===== config.mk =====
export PLATFORM = sky130hd
export DESIGN_NAME = imem_arbiter
export DESIGN_NICKNAME = d
export VERILOG_FILES = /design/src/rtl/imem_arbiter.sv
export SDC_FILE = /design/constraint.sdc
export NUM_CORES = 1
export LEC_CHECK = 0
export BUFFER_PORTS_ARGS = -buffer_cell sky130_fd_sc_hd__clkbuf_2
export CAP_MARGIN = 20
export CORE_AREA = 2 2 96 98
export CTS_BUF_LIST = sky130_fd_sc_hd__clkbuf_8
export DETAILED_ROUTE_END_ITERATION = 8
export DIE_AREA = 0 0 98 100
export HOLD_SLACK_MARGIN = 0.12
export SYNTH_ARGS = -nofsm -noshare
export SYNTH_HDL_FRONTEND = slang
export SYNTH_SLANG_ARGS = --single-unit

===== constraint.sdc =====
create_clock -name clk_i -period 2.13 [get_ports clk_i]
set_input_delay 0.426 -clock clk_i [delete_from_list [all_inputs] [get_ports clk_i]]
set_output_delay 0.426 -clock clk_i [all_outputs]
set_load 0.02 [all_outputs]

===== src/rtl/imem_arbiter.sv =====
// Single-port instruction-RAM controller shared by the core fetch stage and the program loader.
// Fetch is held off in BOOT; in RUN the loader has priority, bounded so a waiting fetch is not starved.
module imem_arbiter #(
    parameter int unsigned ADDR_W        = 10,
    parameter int unsigned LDR_BURST_MAX = 4,
    parameter bit          BOOT_HOLD     = 1'b1
) (
    input  logic              clk_i,
    input  logic              rst_i,

    input  logic              fetch_req_i,
    input  logic [31:0]       fetch_addr_i,
    output logic              fetch_gnt_o,
    output logic              fetch_rvalid_o,
    output logic [31:0]       fetch_rdata_o,
    output logic              fetch_err_o,

    input  logic              ldr_req_i,
    input  logic              ldr_we_i,
    input  logic [31:0]       ldr_addr_i,
    input  logic [31:0]       ldr_wdata_i,
    output logic              ldr_gnt_o,
    output logic              ldr_rvalid_o,
    output logic [31:0]       ldr_rdata_o,
    output logic              ldr_err_o,
    input  logic              ldr_done_i,

    output logic              boot_o,

    output logic              mem_en_o,
    output logic              mem_we_o,
    output logic [ADDR_W-1:0] mem_addr_o,
    output logic [31:0]       mem_wdata_o,
    input  logic [31:0]       mem_rdata_i
);

    localparam int unsigned CNT_W = $clog2(LDR_BURST_MAX + 1);

    typedef enum logic {
        BOOT,
        RUN
    } state_t;

    state_t            state;
    state_t            state_nxt;
    logic [CNT_W-1:0]  burst_cnt;
    logic              burst_full;
    logic              fetch_addr_err;
    logic              ldr_addr_err;

    logic              resp_fetch;
    logic              resp_ldr;
    logic              resp_err;
    logic              resp_we;

    assign burst_full     = (burst_cnt == CNT_W'(LDR_BURST_MAX));
    assign fetch_addr_err = (|fetch_addr_i[1:0]) || (|fetch_addr_i[31:ADDR_W+2]);
    assign ldr_addr_err   = (|ldr_addr_i[1:0])   || (|ldr_addr_i[31:ADDR_W+2]);

    always_ff @(posedge clk_i) begin
        if (rst_i) begin
            state <= BOOT_HOLD ? BOOT : RUN;
        end else begin
            state <= state_nxt;
        end
    end

    always_comb begin
        state_nxt = state;
        if (state == BOOT && ldr_done_i) begin
            state_nxt = RUN;
        end
    end

    // Grants are suppressed while reset is held, and responses in flight are masked
    // so nothing from before reset leaks into the cycle that follows it.
    always_comb begin
        fetch_gnt_o = 1'b0;
        ldr_gnt_o   = 1'b0;
        if (!rst_i) begin
            unique case (state)
                BOOT: begin
                    ldr_gnt_o = ldr_req_i;
                end
                RUN: begin
                    if (ldr_req_i && !(fetch_req_i && burst_full)) begin
                        ldr_gnt_o = 1'b1;
                    end else if (fetch_req_i) begin
                        fetch_gnt_o = 1'b1;
                    end
                end
            endcase
        end

        mem_en_o    = 1'b0;
        mem_we_o    = 1'b0;
        mem_addr_o  = '0;
        mem_wdata_o = '0;
        if (ldr_gnt_o && !ldr_addr_err) begin
            mem_en_o    = 1'b1;
            mem_we_o    = ldr_we_i;
            mem_addr_o  = ldr_addr_i[ADDR_W+1:2];
            mem_wdata_o = ldr_wdata_i;
        end else if (fetch_gnt_o && !fetch_addr_err) begin
            mem_en_o    = 1'b1;
            mem_addr_o  = fetch_addr_i[ADDR_W+1:2];
        end

        boot_o         = (state == BOOT);

        fetch_rvalid_o = resp_fetch && !rst_i;
        fetch_err_o    = fetch_rvalid_o && resp_err;
        fetch_rdata_o  = (fetch_rvalid_o && !resp_err) ? mem_rdata_i : '0;

        ldr_rvalid_o   = resp_ldr && !rst_i;
        ldr_err_o      = ldr_rvalid_o && resp_err;
        ldr_rdata_o    = (ldr_rvalid_o && !resp_err && !resp_we) ? mem_rdata_i : '0;
    end

    // Saturates so loader grants during BOOT cannot push the count past the bound.
    always_ff @(posedge clk_i) begin
        if (rst_i || !fetch_req_i || fetch_gnt_o) begin
            burst_cnt <= '0;
        end else if (ldr_gnt_o && !burst_full) begin
            burst_cnt <= burst_cnt + CNT_W'(1);
        end
    end

    always_ff @(posedge clk_i) begin
        if (rst_i) begin
            resp_fetch <= 1'b0;
            resp_ldr   <= 1'b0;
            resp_err   <= 1'b0;
            resp_we    <= 1'b0;
        end else begin
            resp_fetch <= fetch_gnt_o;
            resp_ldr   <= ldr_gnt_o;
            resp_err   <= ldr_gnt_o ? ldr_addr_err : (fetch_gnt_o && fetch_addr_err);
            resp_we    <= ldr_gnt_o && ldr_we_i;
        end
    end

endmodule


==> summary.txt <==
Die
  • Die Span Y: 100 um
  • Row cnt: 35
  • Initial Util: 13.9%
  • Die width: 98 um
  • Placeable Area: 8890 sq um
  • Full die area: 9800 sq um
  • I/O Pins: 249

Yosys
  • Synthesized cell area: 1240 sq um
  • Syn_nets: 316
  • Sequential share of the synthesized area: 12.9%
  • Avg Inst Size Synth: 6.87 sq um
  • Syn Inst Count: 180
  • Seq cells post-synth: 8
  • Simple-gate portion of the synthesized area: 66.8%
  • Adder-Cell Fraction of Synth Area: 2.02%
  • Synthesis Warnings: 0
  • Multiplexer area fraction after synthesis: 0.809%
  • Xor-xnor portion of the synthesized cell area: 0.708%
  • Compound-cell area share of the yosys netlist: 10.2%
  • Largest family of logic cells by synthesized area: simple AND/OR/NAND/NOR gates
  • Number of library cell types mapped by synthesis: 27

Critical path
  • Worst path buffer plus inverter count: 4
  • Crit Path Category: primary input to primary output
  • Crit path DAT: 1.89 ns
  • Chain of cells forming the critical path: buf_6, nor4_2, nand4_1, nor3_4, buf_6, buf_16, a22o_1, clkbuf_8
  • Critical path startpoint category: primary input
  • CP most frequent cell: buf_6
  • Crit path required time: 1.70 ns
  • CP Capture Type: primary output
  • Max Fanout on Critical Path: 6
  • CP max stage cell: nor4_2
  • CP top delay family: simple AND/OR/NAND/NOR gates
  • Crit-path max cell delay: 0.29 ns

Pwr
  • Part of the power in registers: 26.3%
  • Combinational group share of total power: 43.8%
  • Clk pwr share: 29.8%
  • P_sw: 0.000183 W
  • Int Power: 0.000425 W
  • Leak Pwr: 1.95 nW
  • Net Sw Frac: 30.1%
  • Worst VDD drop: 0.133 mV
  • PwrDens: 175 nW/um^2

Clock network
  • Clock slew at reported path FFs: 0.04 ns
  • CTS tree: yes
  • Num Clock Sinks: 8
  • Maximum buffer depth of the clock tree: 2
  • Root buf cell: clkbuf_8
  • Skew-Pair Late Insertion Delay: 0.22 ns
  • CTS Buf Count: 3
  • Number of H-tree levels: 1

Outcome
  • Status: finished with violations
  • Violated checks: negative setup slack

Cells and area
  • Area grow syn2layout: 181%
  • Design area: 3480 sq um
  • Non-Filler Instances: 553
  • Share of cells above drive strength 1: 69.2%
  • Fillers: 915
  • Diode count: 0
  • Most frequent cells in the layout: clkbuf_2 (201), and2_1 (84), clkbuf_8 (30)
  • # nets final: 580
  • Most common cell after layout, fill and taps aside: clkbuf_2

STA
  • Worst rel slew slack: 73.1%
  • Post-layout minimum cycle time: 2.32 ns
  • Tcrit/Tclk final: 109%
  • Worst Skew: 0.000543 ns
  • Slew @ Worst Pin: 0.400 ns
  • RSZ-0062 raised after global routing: yes
  • Final Worst Setup Slack: -0.187 ns
  • Slew Viols, Final: 0
  • Final setup fails: 44
  • Hold slack: 0.409 ns
  • Max Fclk: 0.432 GHz
  • Fin. Hold Viols: 0

Place
  • PortBufs: 248
  • Placement Setup Slack: -0.129 ns
  • Routability Congestion: 0.814
  • Placed cells: 539
  • Cell Area, Placed: 2680 sq um
  • DP HPWL: 5730 um

GRT
  • GRT Total Usage: 13.4%
  • Initial antenna violation count: 0
  • Largest net degree at the start of global routing: 33
  • First-pass GRT wire length: 10600 um
  • GRT overflow: 0
  • Vias in the first global route: 2223

Routing
  • Via count: 2293
  • Antenna-violating nets left: 0
  • Via-to-Cell Ratio: 4.15
  • Residual DRC count: 0
  • Avg WL per Cell: 13.9 um
  • Pre-Repair DR Iteration Count: 3
  • Final WL: 7690 um
  • Initial DRC count: 42

Hold path
  • Hold crit path type: primary input to flop

Flow run
  • Max-cap viol count: 0
## state kept, by name, summed over array words and instances, names as in the netlist
register,flops
resp_we,1
burst_cnt,3
state,1
resp_ldr,1
resp_err,1
resp_fetch,1
## power groups by stage
stage                     sequential [W]  combinational (W)  clock (W)
after floorplan                 0.000160          0.0000714          0
after detailed placement        0.000162           0.000237          0
after CTS                       0.000159           0.000243   0.000187
after global placement          0.000161           0.000234          0
after global routing            0.000161           0.000289   0.000194
final                           0.000160           0.000267   0.000181
## layer usage
layer  global-route usage [%]  wire (um)
met3                     3.27        789
met2                     27.4       4360
met1                     12.6       2280
met5                        0          0
met4                     5.24        250
## per-stage QoR
| step | total power (W) | TNS (ns) | util, % |
|---|---|---|---|
| after global placement | 0.000396 | -1.52 | 30.1 |
| after detailed placement | 0.000398 | -2.41 | 30.1 |
| after CTS | 0.000590 | -4.13 | 37.2 |
| after floorplan | 0.000232 | 0 | - |
| final | 0.000608 | -3.99 | 39.1 |
| after global routing | 0.000644 | -9.05 | 39.1 |
## area by class of cell
| type | count | area [sq um] | area share [%] |
|---|---|---|---|
| clock buffer | 3 | 41.3 | 1.19 |
| inverter | 8 | 30.0 | 0.863 |
| multi-input combinational | 153 | 1130 | 32.4 |
| sequential | 8 | 163 | 4.68 |
| tap | 111 | 139 | 3.99 |
| timing repair buffer | 270 | 1980 | 56.9 |
## worst reg2reg max path: stages, from the launching register on
cell      delay, ns
dfxtp_2        0.32
inv_2          0.07
ha_4           0.15
a21boi_2       0.05
nand3b_1       0.24
buf_4          0.19
inv_1          0.07
o21ai_0        0.11
a211oi_1       0.24
## synthesized netlist by cell type (all sizes together)
cell type	count	area [sq um]
and2	100	626
a22o	10	87.6
nor4	10	62.6
clkbuf	9	37.5
dfxtp	8	160
inv	8	30.0
nor2	6	22.5
nor2b	4	25.0
nand4	3	18.8
nor3	3	26.3
buf	2	12.5
ha	2	25.0
nand2	2	7.51
nand3b	2	15.0
o21ai	2	10.0
a211o	1	8.76
a211oi	1	7.51
a21boi	1	7.51
a21oi	1	5.00
and4b	1	10.0
mux2i	1	10.0
nor3b	1	7.51
or2	1	6.26
xnor2	1	8.76
## path summary, 6_finish.rpt
| path | from | to | slack, ns | cells past startpoint |
|---|---|---|---|---|
| max | ldr_addr_i[26] | mem_addr_o[7] | -0.19 | 8 |
| min | ldr_done_i | state | 0.41 | 3 |
| max reg2reg | burst_cnt[1] | resp_err | 0.60 | 8 |
| min reg2reg | burst_cnt[1] | burst_cnt[1] | 0.52 | 2 |
## timing repair
action                     in CTS  in global routing
gates cloned                    4                  3
gates resized for setup       121                 34
buffers inserted                3                  3
hold buffers                    0                  0
pin swaps                      17                 19
setup endpoints to repair      44                 76
## kinds of logic after synthesis
| logic type | count (synthesis) |
|---|---|
| simple gates | 133 |
| buf+inv | 19 |
| compound gates | 16 |
| flops | 8 |
| fa+ha+maj | 2 |
| xor+xnor | 1 |
| mux | 1 |
Power figures use the tool's default switching activity.
